### src/rtl/vector_logic_pkg.sv
// Shared types and constants for the vector logic sequencing blocks:
// controller state encodings, operation select codes and zero/one constants.
package vector_logic_pkg;

  localparam int DATA_SIZE_DEFAULT    = 64;
  localparam int CONTROL_SIZE_DEFAULT = 64;

  typedef logic [1:0] state_t;

  localparam state_t STATE_IDLE    = 2'b00;
  localparam state_t STATE_INPUT   = 2'b01;
  localparam state_t STATE_COMPUTE = 2'b10;

  typedef enum logic [1:0] {
    OP_AND  = 2'b00,
    OP_OR   = 2'b01,
    OP_XOR  = 2'b10,
    OP_XNOR = 2'b11
  } logic_op_t;

  localparam logic [DATA_SIZE_DEFAULT-1:0]    ZERO_DATA    = {DATA_SIZE_DEFAULT{1'b0}};
  localparam logic [CONTROL_SIZE_DEFAULT-1:0] ZERO_CONTROL = {CONTROL_SIZE_DEFAULT{1'b0}};
  localparam logic [CONTROL_SIZE_DEFAULT-1:0] ONE_CONTROL  =
    {{(CONTROL_SIZE_DEFAULT-1){1'b0}}, 1'b1};

endpackage

### src/rtl/logic_operand_capture.sv
// A/B operand holding registers with first-capture-wins flags; both_captured
// reports that both operands will be held after the current cycle.
module logic_operand_capture
  import vector_logic_pkg::*;
#(
  parameter int DATA_SIZE = DATA_SIZE_DEFAULT
) (
  input  logic                 CLK,
  input  logic                 RST,
  input  logic                 capture_en,
  input  logic                 clear,
  input  logic                 data_a_in_enable,
  input  logic                 data_b_in_enable,
  input  logic [DATA_SIZE-1:0] data_a_in,
  input  logic [DATA_SIZE-1:0] data_b_in,
  output logic [DATA_SIZE-1:0] operand_a,
  output logic [DATA_SIZE-1:0] operand_b,
  output logic                 both_captured
);

  logic                 flag_a_r;
  logic                 flag_b_r;
  logic [DATA_SIZE-1:0] operand_a_r;
  logic [DATA_SIZE-1:0] operand_b_r;
  logic                 take_a_s;
  logic                 take_b_s;

  // Capture decisions; an operand already held ignores further enables
  always_comb begin
    take_a_s = 1'b0;
    take_b_s = 1'b0;
    if (capture_en) begin
      take_a_s = data_a_in_enable & ~flag_a_r;
      take_b_s = data_b_in_enable & ~flag_b_r;
    end else begin
      take_a_s = 1'b0;
      take_b_s = 1'b0;
    end
  end

  // Holding registers and flags
  always_ff @(posedge CLK or posedge RST) begin
    if (RST) begin
      flag_a_r    <= 1'b0;
      flag_b_r    <= 1'b0;
      operand_a_r <= ZERO_DATA;
      operand_b_r <= ZERO_DATA;
    end else if (clear) begin
      flag_a_r <= 1'b0;
      flag_b_r <= 1'b0;
    end else begin
      if (take_a_s) begin
        flag_a_r    <= 1'b1;
        operand_a_r <= data_a_in;
      end
      if (take_b_s) begin
        flag_b_r    <= 1'b1;
        operand_b_r <= data_b_in;
      end
    end
  end

  // Look-ahead on the enables lets both-in-one-cycle reach COMPUTE next cycle
  always_comb begin
    if (capture_en) begin
      both_captured = (flag_a_r | take_a_s) & (flag_b_r | take_b_s);
    end else begin
      both_captured = 1'b0;
    end
  end

  assign operand_a = operand_a_r;
  assign operand_b = operand_b_r;

endmodule

### src/rtl/vector_xor_controller.sv
// Sequences element-wise logic operations over a vector of SIZE_IN pairs.
// Optional feature macro: LOGIC_OPERATION_SELECT_EN (adds OPERATION port).
module vector_xor_controller
  import vector_logic_pkg::*;
#(
  parameter int DATA_SIZE    = DATA_SIZE_DEFAULT,
  parameter int CONTROL_SIZE = CONTROL_SIZE_DEFAULT
) (
  input  logic                    CLK,
  input  logic                    RST,
  input  logic                    START,
  output logic                    READY,
  input  logic [CONTROL_SIZE-1:0] SIZE_IN,
  input  logic                    DATA_A_IN_ENABLE,
  input  logic                    DATA_B_IN_ENABLE,
  input  logic [DATA_SIZE-1:0]    DATA_A_IN,
  input  logic [DATA_SIZE-1:0]    DATA_B_IN,
  output logic                    DATA_ENABLE,
  output logic                    DATA_OUT_ENABLE,
  output logic [DATA_SIZE-1:0]    DATA_OUT
`ifdef LOGIC_OPERATION_SELECT_EN
  ,
  input  logic [1:0]              OPERATION
`endif
);

  state_t                  state_r;
  logic [CONTROL_SIZE-1:0] index_r;
  logic [CONTROL_SIZE-1:0] size_r;
  logic [DATA_SIZE-1:0]    data_out_r;
  logic                    ready_r;
  logic                    data_enable_r;
  logic                    data_out_enable_r;
  logic                    capture_en_s;
  logic                    clear_s;
  logic                    both_captured_s;
  logic [DATA_SIZE-1:0]    operand_a_s;
  logic [DATA_SIZE-1:0]    operand_b_s;
  logic [DATA_SIZE-1:0]    result_s;
  logic                    last_element_s;
`ifdef LOGIC_OPERATION_SELECT_EN
  logic_op_t               operation_r;
`endif

  assign capture_en_s = (state_r == STATE_INPUT);
  assign clear_s      = (state_r == STATE_COMPUTE);

  logic_operand_capture #(
    .DATA_SIZE (DATA_SIZE)
  ) u_operand_capture (
    .CLK              (CLK),
    .RST              (RST),
    .capture_en       (capture_en_s),
    .clear            (clear_s),
    .data_a_in_enable (DATA_A_IN_ENABLE),
    .data_b_in_enable (DATA_B_IN_ENABLE),
    .data_a_in        (DATA_A_IN),
    .data_b_in        (DATA_B_IN),
    .operand_a        (operand_a_s),
    .operand_b        (operand_b_s),
    .both_captured    (both_captured_s)
  );

  // Shared logic datapath
  always_comb begin
`ifdef LOGIC_OPERATION_SELECT_EN
    case (operation_r)
      OP_AND:  result_s = operand_a_s & operand_b_s;
      OP_OR:   result_s = operand_a_s | operand_b_s;
      OP_XOR:  result_s = operand_a_s ^ operand_b_s;
      OP_XNOR: result_s = ~(operand_a_s ^ operand_b_s);
      default: result_s = operand_a_s ^ operand_b_s;
    endcase
`else
    result_s = operand_a_s ^ operand_b_s;
`endif
  end

  // Compare against size-1 so the largest count finishes without index wrap
  assign last_element_s = (index_r == (size_r - ONE_CONTROL));

  // Sequencer, index counter and registered outputs
  always_ff @(posedge CLK or posedge RST) begin
    if (RST) begin
      state_r           <= STATE_IDLE;
      index_r           <= ZERO_CONTROL;
      size_r            <= ZERO_CONTROL;
      data_out_r        <= ZERO_DATA;
      ready_r           <= 1'b0;
      data_enable_r     <= 1'b0;
      data_out_enable_r <= 1'b0;
`ifdef LOGIC_OPERATION_SELECT_EN
      operation_r       <= OP_AND;
`endif
    end else begin
      ready_r           <= 1'b0;
      data_enable_r     <= 1'b0;
      data_out_enable_r <= 1'b0;
      case (state_r)
        STATE_IDLE: begin
          if (START) begin
            size_r  <= SIZE_IN;
            index_r <= ZERO_CONTROL;
`ifdef LOGIC_OPERATION_SELECT_EN
            operation_r <= logic_op_t'(OPERATION);
`endif
            if (SIZE_IN == ZERO_CONTROL) begin
              ready_r <= 1'b1;
            end else begin
              data_enable_r <= 1'b1;
              state_r       <= STATE_INPUT;
            end
          end
        end
        STATE_INPUT: begin
          if (both_captured_s) begin
            state_r <= STATE_COMPUTE;
          end
        end
        STATE_COMPUTE: begin
          data_out_r        <= result_s;
          data_out_enable_r <= 1'b1;
          if (last_element_s) begin
            ready_r <= 1'b1;
            state_r <= STATE_IDLE;
          end else begin
            index_r       <= index_r + ONE_CONTROL;
            data_enable_r <= 1'b1;
            state_r       <= STATE_INPUT;
          end
        end
        default: begin
          state_r <= STATE_IDLE;
        end
      endcase
    end
  end

  assign READY           = ready_r;
  assign DATA_ENABLE     = data_enable_r;
  assign DATA_OUT_ENABLE = data_out_enable_r;
  assign DATA_OUT        = data_out_r;

endmodule

### config.mk
export PLATFORM = sky130hd
export DESIGN_NAME = vector_xor_controller
export DESIGN_NICKNAME = d
export VERILOG_FILES = /design/src/rtl/vector_logic_pkg.sv /design/src/rtl/logic_operand_capture.sv /design/src/rtl/vector_xor_controller.sv
export SDC_FILE = /design/constraint.sdc
export NUM_CORES = 1
export LEC_CHECK = 0
export CORE_MARGIN = 5
export CORE_UTILIZATION = 55
export CTS_BUF_LIST = sky130_fd_sc_hd__clkbuf_4 sky130_fd_sc_hd__clkbuf_8
export DETAILED_ROUTE_END_ITERATION = 8
export PLACE_DENSITY = 0.79
export SLEW_MARGIN = 40
export SYNTH_ARGS = -nofsm -noshare
export SYNTH_HDL_FRONTEND = slang
export SYNTH_SLANG_ARGS = --single-unit
### constraint.sdc
create_clock -name CLK -period 14.6 [get_ports CLK]
set_clock_uncertainty 0.1 [all_clocks]
set_input_delay 2.92 -clock CLK [delete_from_list [all_inputs] [get_ports CLK]]
set_output_delay 2.92 -clock CLK [all_outputs]
set_load 0.05 [all_outputs]
Yosys cells after proc, flatten, opt, wreduce, memory -nomap -nowiden

Cells that the tools add are included.

Register bits: 327
Input port bits: 197
Output and inout bits: 67
Word-level logic and storage cells: 63

Add/subtract/negate cells: 2
Eq/ne operators: 7
Mux-type cells: 24
Bitwise operators: 9
Reductions and logical operators: 10

Operators by type and width:

| operator                                                              | count |
|---|---|
| 64-bit 2-to-1 mux                                                     | 2 |
| 64-bit one-hot mux with 2 select lines                                | 1 |
| 64-bit by 1-bit adder with 64-bit output, second input constant       | 1 |
| 64-bit equality test                                                  | 1 |
| 64-bit zero test                                                      | 1 |
| 64-bit by 1-bit subtractor with 64-bit output, second input constant  | 1 |
| 64-bit XOR                                                            | 1 |
| 1-bit 2-to-1 mux                                                      | 15 |
| 2-bit 2-to-1 mux                                                      | 3 |
| 2-bit != test, second input constant                                  | 3 |
| 2-bit one-hot mux with 3 select lines                                 | 1 |
| 2-bit AND reduction                                                   | 3 |
| 3-bit AND reduction                                                   | 2 |
| 2-bit nonzero test                                                    | 3 |
| 1-bit one-hot mux with 2 select lines                                 | 2 |
| 1-bit AND                                                             | 3 |
| 1-bit inverter                                                        | 3 |
| 2-bit by 1-bit equality test with 1-bit output, second input constant | 1 |
| 2-bit equality test, second input constant                            | 1 |
| 2-bit zero test                                                       | 1 |
| 2-bit by 1-bit != test with 1-bit output, second input constant       | 1 |
| 1-bit bitwise OR                                                      | 2 |

Longest topological paths before layout

Gate-level depths: netlist (run 1).

Depth in word-level cells: 8
Mapped depth: 14
Depth with buffers taken out: 12

By module

From an unflattened synthesis (run 1), not the netlist that was laid out.

Cells, all modules: 1644
Area, all modules: 17015.1 sq um

By module, submodules not included:

| module                | instances | cells an instance | area each (sq um) | sequential area each (sq um) |
|---|---|---|---|---|
| vector_xor_controller | 1         | 1364              | 11537.3           | 4929.7 |
| logic_operand_capture | 1         | 280               | 5477.8            | 3253.1 |

Least setup slack after synthesis (run 1)

Ideal clock, no wire load.

Path kind: in2reg
Start: in DATA_A_IN_ENABLE
End: reg u_operand_capture.operand_a_r[10] (netlist: u_operand_capture.operand_a[10])
Library setup time: 0.125 ns
Data arrival time: 4.165 ns
Required time: 14.375 ns
Slack: 10.210 ns
Cell stages on the path: 4
Buffers on the path: 2
Cells stage by stage: nor3b_1 -> clkbuf_1 -> clkbuf_1 -> mux2_2

Longest elaborated chain between the ends: 3

RTL lines:

| what                                 | RTL line                    | source |
|---|---|---|
| from (decl)                          | vector_xor_controller.sv:14 | `input logic DATA_A_IN_ENABLE,` |
| 1-bit AND                            | logic_operand_capture.sv:33 | `take_a_s = data_a_in_enable & ~flag_a_r;` |
| 1-bit 2-to-1 mux                     | logic_operand_capture.sv:32 | `if (capture_en) begin` |
| 2-bit AND reduction (no source line) | -                           |  |
| to (signal assigned)                 | logic_operand_capture.sv:54 | `operand_a_r <= data_a_in;` |
| to (decl)                            | logic_operand_capture.sv:23 | `logic [DATA_SIZE-1:0] operand_a_r;` |

Every way passes these cells.
A chain may end at the register's enable or synchronous reset.

Worst setup path in the final report (run 1)

Start: reg size_r[9]
End: reg state_r[0]

Longest elaborated chain between the ends: 4

RTL lines:

| what                                          | RTL line                     | source |
|---|---|---|
| from (decl)                                   | vector_xor_controller.sv:29  | `logic [CONTROL_SIZE-1:0] size_r;` |
| from (signal assigned)                        | vector_xor_controller.sv:87  | `size_r <= ZERO_CONTROL;` |
| from (signal assigned)                        | vector_xor_controller.sv:102 | `size_r <= SIZE_IN;` |
| 64-bit by 1-bit subtractor with 64-bit output | vector_xor_controller.sv:80  | `assign last_element_s = (index_r == (size_r - ONE_CONTROL));` |
| 64-bit equality test                          | vector_xor_controller.sv:80  |  |
| 1-bit 2-to-1 mux                              | vector_xor_controller.sv:123 | `if (last_element_s) begin` |
| 2-bit one-hot mux with 3 select lines         | vector_xor_controller.sv:99  | `case (state_r)` |
| to (signal assigned)                          | vector_xor_controller.sv:85  | `state_r <= STATE_IDLE;` |
| to (signal assigned)                          | vector_xor_controller.sv:125 | `state_r <= STATE_IDLE;` |
| to (signal assigned)                          | vector_xor_controller.sv:129 | `state_r <= STATE_INPUT;` |
| to (decl)                                     | vector_xor_controller.sv:27  | `state_t state_r;` |

Every way passes these cells.

==> metrics, run 1 <==
worst-path maximum fanout=105; routed len/inst=20.4 um; FP Rows=63; Worst setup EP type=flop; HPWL after DPL=34200 um; Area growth syn-to-layout=25.3%; largest net degree at the start of global routing=146; via count=13729; RSZ-0062 raised after global routing=no; DRC=0; vias per std cell=5.88; Worst Max-Slew Pin Slew=0.816 ns; crit-path cells=nor4_1 -> nand4_1 -> nor2_1 -> xnor2_1 -> nand4_1 -> or4_1 -> or4b_2 -> nor4_4 -> buf_6 -> o22ai_1 -> a31o_1; first-pass GRT wire length=75800 um; core area=29600 um^2; Pwr Density=202 nW/um^2; max-cap violations=0; Bufs and invs on worst path=1; crit path time final=5.43 ns; Clk Tree Root Cell=clkbuf_8; kind of critical path=reg2reg; Top cell by count, worst path=nand4_1; register area=8180 um^2; Die Area=33600 um^2; fin. max-slew vios=0; TritonCTS clock tree=yes; top cells by area, synth=dfrtp_1 50%, mux2_2 8.7%, nand2_1 7.0%; Crit path required time=14.98 ns; # IOs=264; vias in the first global route=13986; Worst EP arrival=5.81 ns; area of the multi-input gates=8010 um^2; final hold vios=0; DIE WIDTH=183 um; Remaining Overflow, GRT=0; Fmax achieved=184 MHz; Max VDD drop=0.227 mV; Synth area leader=dfrtp_1; CTS H-tree depth=2; Synth Instances=1655; I/O Buffers=263; Initial DRT Pass Iterations=5; outcome=finished clean; cell family with most CP delay=simple AND/OR/NAND/NOR gates; Hold Slack=0.376 ns; crit path launch type=flop; die extent in y=183 um; setup bufs post-CTS=0; Slowest-stage cell, CP=nor4_1; RePlAce Congestion=0.955; clock latency on the worst-skew pair=0.59 ns; Max clock buf depth=3; Top FF cell, synth=dfrtp_1; CTS resizes=0; DR iter-0 viols=1217; sequential share of the synthesized area=0.495; relative slew slack=0.451; post-route setup TNS=0 ns; cts hold-fix bufs=0; Yosys warnings=0; crit share post-route=0.372; initial antenna violation count=7; total track usage=0.281; CTS Buf Count=53; Post-synth ARST share=1.00; Worst path max stage delay=0.70 ns; post-synthesis net count=1854; Sink Count=327; initial core utilization=0.558; Post-synth EDFFs=0; nets=2104; Setup-failing EPs final=0; Avg Inst Size Synth=9.99 um^2; synthesized area=16500 um^2; Distinct cells, synth=74; layout cells sized above 1=0.139; Min-Delay Path Class=reg2reg; Yosys top cell area share=0.495; Worst-path clk slew=0.06 ns; Pleak=0.00851 uW; # fillers=2191; Antenna Violating Nets Remaining=0; utilization after layout=0.699; routed wire length=47600 um; FF+latch count, synth=327
==> cell usage after synthesis, types with 4 or more instances <==
cell / number
buf_2: 4
nor3b_1: 5
nor3_1: 32
nand4b_1: 4
o21ai_1: 6
o41ai_1: 4
nor4_1: 50
or2_2: 6
buf_4: 4
or4_1: 31
clkbuf_1: 74
nand2_1: 307
inv_1: 15
xor2_1: 31
and4_1: 14
a31oi_1: 4
and3_1: 15
a211o_1: 5
mux2i_1: 12
o31ai_1: 27
o21ai_0: 89
nand3b_1: 4
o31a_1: 4
nand3_1: 37
nor2b_1: 5
nor2_1: 56
or3_1: 28
nor4b_1: 7
o22ai_1: 4
o21a_1: 6
dfrtp_1: 327
a21oi_1: 50
nand2b_1: 10
xnor2_1: 120
a2111oi_0: 5
nand4_1: 50
o211ai_1: 16
and2_1: 6
mux2_2: 128
==> through the flow <==
step / cell area [um^2] / setup WS (ns) / std cells / total power (uW)
floorplan: 16500 / 2.53 / 1655 / 2770
global placement: 19500 / 8.71 / 2237 / 3260
detailed placement: 19500 / 8.97 / 2239 / 3330
CTS: 20700 / 9.05 / 2330 / 4200
global route: 20700 / 8.91 / 2332 / 4430
finish: 20700 / 9.17 / 2333 / 4180
==> final timing paths <==
check                                         startpoint                                     endpoint  slack [ns]  cells past startpoint
worst max-delay path               size_r[9]$_DFFE_PP0P_                       state_r[0]$_DFFE_PP0P_        9.17                     11
worst min-delay path            DATA_OUT[63]$_DFFE_PP0P_                     DATA_OUT[63]$_DFFE_PP0P_        0.38                      2
worst max register to register     size_r[9]$_DFFE_PP0P_                       state_r[0]$_DFFE_PP0P_        9.17                     11
worst min register to register  DATA_OUT[63]$_DFFE_PP0P_                     DATA_OUT[63]$_DFFE_PP0P_        0.38                      2
max in group asynchronous                            RST  u_operand_capture.operand_a[59]$_DFFE_PP0P_        9.82                      4
min in group asynchronous                            RST                      index_r[12]$_DFFE_PP0P_        2.85                      2
==> worst reg2reg max path, cell delays in order, from the launching register on <==
cell	delay, ns
dfrtp_1	0.46
nor4_1	0.71
nand4_1	0.64
nor2_1	0.60
xnor2_1	0.22
nand4_1	0.12
or4_1	0.53
or4b_2	0.66
nor4_4	0.25
buf_6	0.56
o22ai_1	0.24
a31o_1	0.23
==> power by group <==
part           internal [uW]  leakage [uW]  switching, uW
registers               1270       0.00411            346
clock network            472      0.000602            366
logic                    752       0.00379            971
==> final cells by class <==
cell class	instances	area share
clock buffer	84	0.0507
multi-input combinational	1226	0.387
clock inverter	7	0.00350
tap	390	0.0236
antenna	2	0.000242
timing repair buffer	281	0.136
sequential	327	0.395
inverter	16	0.00369
==> placed cells by master, fill, tap and decap left out, types with 12 or more instances in the layout <==
master / synthesis / final
nor3_1: 32 / 32
o21ai_0: 89 / 89
clkbuf_8: 0 / 67
inv_1: 15 / 14
nand3_1: 37 / 36
clkbuf_4: 0 / 17
xor2_1: 31 / 31
a21oi_1: 50 / 50
nor4_1: 50 / 43
nand2_1: 307 / 306
xnor2_1: 120 / 120
dfrtp_1: 327 / 327
and3_1: 15 / 14
o211ai_1: 16 / 16
or3_1: 28 / 28
nand4_1: 50 / 50
o31ai_1: 27 / 27
and4_1: 14 / 14
nor2_1: 56 / 56
mux2i_1: 12 / 12
or4_1: 31 / 31
mux2_2: 128 / 128
clkdlybuf4s50_1: 0 / 263
==> logic make-up after synthesis <==
group,after synthesis,synth area share
fa+ha+maj,2,0.00151
compound gates,250,0.0946
xor+xnor,151,0.0800
buf+inv,102,0.0248
simple gates,683,0.209
flops,327,0.495
mux,140,0.0945
==> flip-flops by register name, indices dropped and copies added (netlist names) <==
name / count
u_operand_capture.flag_a_r: 1
index_r: 64
DATA_ENABLE: 1
u_operand_capture.operand_a: 64
READY: 1
state_r: 2
u_operand_capture.flag_b_r: 1
DATA_OUT_ENABLE: 1
DATA_OUT: 64
u_operand_capture.operand_b: 64
size_r: 64
==> routing by layer <==
layer  global-route usage  part of all wire  vias to the layer above
met3                0.103              0.11                      101
met1                0.359              0.40                     6627
met2                0.453              0.47                      544
met4               0.0822             0.030                        8
li1                     -                 -                     6449
met5                    0            0.0010                        -
Power figures use the tool's default switching activity.
==> inputs of run 2 (changes only) <==
==> constraint.sdc (replaced) <==
create_clock -name CLK -period 5.1 [get_ports CLK]
set_clock_uncertainty 0.1 [all_clocks]
set_input_delay 1.02 -clock CLK [delete_from_list [all_inputs] [get_ports CLK]]
set_output_delay 1.02 -clock CLK [all_outputs]
set_load 0.05 [all_outputs]
==> metrics, run 2 (synthesized netlist as in run 1, its figures left out) <==
crit share post-route=0.936; Top cell by count, worst path=nand4_1; DP Cell Count=2269; RR Startpoint=size_r[10]$_DFFE_PP0P_; setup bufs post-CTS=0; Slowest-stage cell, CP=or4b_2; Area growth syn-to-layout=27.0%; fin. max-slew vios=0; routed wire length=49200 um; outcome=finished clean; Bufs and invs on worst path=2; most frequent cells in the layout=327 x dfrtp_1, 306 x nand2_1, 263 x clkdlybuf4s50_1; CTS resizes=0; Antenna Violating Nets Remaining=0; via count=13946; Initial DRT Pass Iterations=6; # IOs=264; kind of critical path=reg2reg; Pwr Density=576 nW/um^2; initial core utilization=0.558; DRC=0; Min-Delay Path Class=reg2reg; crit-path cells=nor4_1 -> nand4_1 -> or2_1 -> o31ai_1 -> nand4_1 -> or4_1 -> or4b_2 -> nor4_4 -> buf_12 -> buf_4 -> nor2_1 -> mux2i_1; Worst Max-Slew Pin Slew=0.753 ns; most common cell after layout, fill and taps aside=dfrtp_1; clock latency on the worst-skew pair=0.60 ns; relative slew slack=0.493; Setup-failing EPs final=0; die extent in y=183 um; Worst EP arrival=5.14 ns; crit path time final=4.77 ns; largest net degree at the start of global routing=114; utilization after layout=0.708; DR iter-0 viols=1226; FP Rows=63; Clk Tree Root Cell=clkbuf_8; Worst path max stage delay=0.68 ns; Die Area=33600 um^2; layout cells sized above 1=0.150; R2R depth=12; Post-Layout Cell Count=2365; total track usage=0.292; Sink Count=327; max-cap violations=0; reg2reg end=index_r[0]$_DFFE_PP0P_; vias in the first global route=14374; TritonCTS clock tree=yes; vias per std cell=5.90; cts hold-fix bufs=0; Crit path required time=5.47 ns; I/O Buffers=263; Worst setup EP type=flop; worst-path maximum fanout=49; Max VDD drop=0.441 mV; hold path cells=2; HPWL after DPL=35700 um; routed len/inst=20.8 um; first-pass GRT wire length=78500 um; DIE WIDTH=183 um; core area=29600 um^2; hold wc startpoint=DATA_OUT[55]$_DFFE_PP0P_; Remaining Overflow, GRT=0; Hold Crit Endpoint=DATA_OUT[55]$_DFFE_PP0P_; initial antenna violation count=4; crit path launch type=flop; Fmax achieved=209 MHz; RePlAce Congestion=0.946; Worst-path clk slew=0.06 ns; antenna diode count=0; final hold vios=0; CTS H-tree depth=2; nets=2134; Pleak=0.00869 uW; RSZ-0062 raised after global routing=no; Max clock buf depth=3; CTS Buf Count=53; cell family with most CP delay=simple AND/OR/NAND/NOR gates; Reg2Reg Setup Slack=0.33 ns
[run 2: cell types whose count changed in the layout (fill, tap and decap cells not counted), moves of 3 or more]
cell      change
clkinv_2      +4
clkbuf_8      +3
nor4_1        +6
clkbuf_4      -3
buf_6         -5
buf_4        +26
buf_12        +9
nor4_2        -6
[run 2: area by class of cell]
class | instances | area (um^2)
Clock buffer | 84 | 1070
Clock inverter | 11 | 75.1
Fill cell | 2246 | 8650
Inverter | 16 | 63.8
Multi-Input combinational cell | 1226 | 7970
Sequential cell | 327 | 8180
Tap cell | 390 | 488
Timing Repair Buffer | 311 | 3140
[run 2: metrics by stage]
stage / setup TNS [ns] / instance area [um^2] / total power, uW / setup slack, ns / hold slack, ns
after global placement: 0 / 19700 / 9410 / 0.386 / 0.360
after detailed placement: 0 / 19800 / 9610 / 0.438 / 0.371
after CTS: 0 / 21000 / 12100 / 0.385 / 0.384
after global routing: 0 / 21000 / 12800 / 0.0966 / 0.406
after floorplan: -125.80 / 16500 / 7920 / -0.385 / 0.365
final: 0 / 21000 / 12100 / 0.325 / 0.379
[run 2: worst max-delay path by stage]
stage | startpoint | to | slack, ns | cells after the start
detailed placement | size_r[0]$_DFFE_PP0P_ | index_r[0]$_DFFE_PP0P_ | 0.44 | 12
floorplan | RST | DATA_ENABLE$_DFF_PP0_ | -0.38 | 1
global route | size_r[10]$_DFFE_PP0P_ | index_r[0]$_DFFE_PP0P_ | 0.1 | 12
finish | size_r[10]$_DFFE_PP0P_ | index_r[0]$_DFFE_PP0P_ | 0.33 | 12
CTS | size_r[10]$_DFFE_PP0P_ | index_r[0]$_DFFE_PP0P_ | 0.39 | 12
global placement | size_r[10]$_DFFE_PP0P_ | index_r[0]$_DFFE_PP0P_ | 0.39 | 12
[run 2: layer usage]
layer  vias to the layer above  track usage  wire length, um  part of all wire
li1                       6499            -                -                 -
met1                      6804        0.373            19800              0.40
met2                       529        0.471            22800              0.46
met3                       106        0.107             5150              0.10
met4                         8       0.0834             1420             0.029
met5                         -            0               55            0.0011
[run 2: worst register-to-register path, cell delays in order (launching register included)]
cell and delay [ns]:
dfrtp_1 0.48, nor4_1 0.66, nand4_1 0.35, or2_1 0.38, o31ai_1 0.30, nand4_1 0.11
or4_1 0.52, or4b_2 0.68, nor4_4 0.30, buf_12 0.25, buf_4 0.26, nor2_1 0.09
mux2i_1 0.16
[run 2: power by group]
part	internal (uW)	switching (uW)	leakage, uW
registers	3630	988	0.00411
logic	2200	2840	0.00396
clock network	1330	1090	0.000612
==> inputs of run 3 (changes only) <==
--- a/config.mk
+++ b/config.mk
@@ -5,9 +5,11 @@
 export SDC_FILE = /design/constraint.sdc
 export NUM_CORES = 1
 export LEC_CHECK = 0
+export CAP_MARGIN = 5
 export CORE_MARGIN = 5
 export CORE_UTILIZATION = 55
 export CTS_BUF_LIST = sky130_fd_sc_hd__clkbuf_4 sky130_fd_sc_hd__clkbuf_8
+export CTS_CLUSTER_DIAMETER = 40
 export DETAILED_ROUTE_END_ITERATION = 8
 export PLACE_DENSITY = 0.79
 export SLEW_MARGIN = 40
==> metrics, run 3 (synthesized netlist as in run 1, its figures left out) <==
outcome=finished clean; final total power=12100 uW; worst-path maximum fanout=49; clock latency on the worst-skew pair=0.60 ns; DIE WIDTH=183 um; vias per std cell=5.90; RSZ-0062 raised after global routing=no; vias in the first global route=14368; cell family with most CP delay=simple AND/OR/NAND/NOR gates; critical path depth=12; Pleak=0.00870 uW; DR iter-0 viols=1280; routed wire length=49000 um; via count=13976; CTS H-tree depth=2; die extent in y=183 um; Slowest-stage cell, CP=or4b_2; Top cell by count, worst path=nand4_1; Clk Tree Root Cell=clkbuf_8; final hold vios=0; Worst EP arrival=5.16 ns; Worst path max stage delay=0.68 ns; DRC=0; fin. max-slew vios=0; first-pass GRT wire length=78300 um; Worst Max-Slew Pin Slew=0.867 ns; Cell Area, Placed=19800 um^2; FP Rows=63; Max clock buf depth=3; TritonCTS clock tree=yes; Crit path required time=5.47 ns; most common cell after layout, fill and taps aside=dfrtp_1; Max VDD drop=0.441 mV; max-cap violations=0; Bufs and invs on worst path=2; Worst-path clk slew=0.07 ns; I/O Buffers=263; routed len/inst=20.7 um; setup bufs post-CTS=0; relative slew slack=0.417; crit path launch type=flop; most frequent cells in the layout=327 x dfrtp_1, 306 x nand2_1, 263 x clkdlybuf4s50_1; crit-path cells=nor4_1 -> nand4_1 -> or2_1 -> o31ai_1 -> nand4_1 -> or4_1 -> or4b_2 -> nor4_4 -> buf_12 -> buf_4 -> nor2_1 -> mux2i_1; Setup-failing EPs final=0; RePlAce Congestion=0.946; design area=21000 um^2; HPWL after DPL=35700 um; initial antenna violation count=5; cts hold-fix bufs=0; initial core utilization=0.558; core area=29600 um^2; Worst setup EP type=flop; R2R depth=12; total track usage=0.291; hold path cells=2; CTS resizes=0; nets=2136; Post-Layout Cell Count=2368; antenna diode count=0; Reg2Reg Setup Slack=0.31 ns; Pwr Density=576 nW/um^2; kind of critical path=reg2reg; Sink Count=327; Die Area=33600 um^2; Fmax achieved=209 MHz; Min-Delay Path Class=reg2reg; Remaining Overflow, GRT=0; Antenna Violating Nets Remaining=0; crit share post-route=0.939; layout cells sized above 1=0.152; Initial DRT Pass Iterations=5; crit path time final=4.79 ns; largest net degree at the start of global routing=114; CTS Buf Count=55; # IOs=264; DP Cell Count=2269; Area growth syn-to-layout=27.2%
run 3: worst paths after layout:
check	from	to
worst min register to register	DATA_OUT[55]$_DFFE_PP0P_	DATA_OUT[55]$_DFFE_PP0P_
max in group asynchronous	RST	index_r[28]$_DFFE_PP0P_
worst max-delay path	size_r[10]$_DFFE_PP0P_	index_r[0]$_DFFE_PP0P_
worst min-delay path	DATA_OUT[55]$_DFFE_PP0P_	DATA_OUT[55]$_DFFE_PP0P_
min in group asynchronous	RST	DATA_OUT[60]$_DFFE_PP0P_
worst max register to register	size_r[10]$_DFFE_PP0P_	index_r[0]$_DFFE_PP0P_
run 3: where the power goes:
part           internal [uW]  switching, uW  total, uW
Clock                   1340           1120       2460
Combinational           2200           2840       5040
Sequential              3630            983       4610
Total                   7170           4930      12100
run 3: cell type report:
cell class                      instances  area, um^2
Clock buffer                           82        1060
Clock inverter                         16         119
Fill cell                            2243        8610
Inverter                               16        63.8
Multi-Input combinational cell       1226        7970
Sequential cell                       327        8180
Tap cell                              390         488
Timing Repair Buffer                  311        3140
run 3: routing by layer:
metal / vias up / global-route usage / part of all wire
met2: 580 / 0.465 / 0.46
met5: - / 0 / 0.0012
met4: 8 / 0.0885 / 0.033
met3: 122 / 0.106 / 0.11
li1: 6500 / - / -
met1: 6766 / 0.373 / 0.40
run 3: metrics by stage:
| step | hold slack, ns | setup WS (ns) | TNS [ns] | util |
|---|---|---|---|---|
| global placement | 0.360 | 0.386 | 0 | 0.666 |
| finish | 0.377 | 0.313 | 0 | 0.709 |
| floorplan | 0.365 | -0.385 | -125.80 | - |
| CTS | 0.384 | 0.374 | 0 | 0.709 |
| detailed placement | 0.371 | 0.438 | 0 | 0.669 |
| global route | 0.406 | 0.0842 | 0 | 0.709 |
run 3: worst reg2reg max path: stages (launching register included):
cell and delay, ns:
dfrtp_1 0.48, nor4_1 0.67, nand4_1 0.36, or2_1 0.38
o31ai_1 0.29, nand4_1 0.11, or4_1 0.52, or4b_2 0.68
nor4_4 0.30, buf_12 0.25, buf_4 0.25, nor2_1 0.09
mux2i_1 0.16
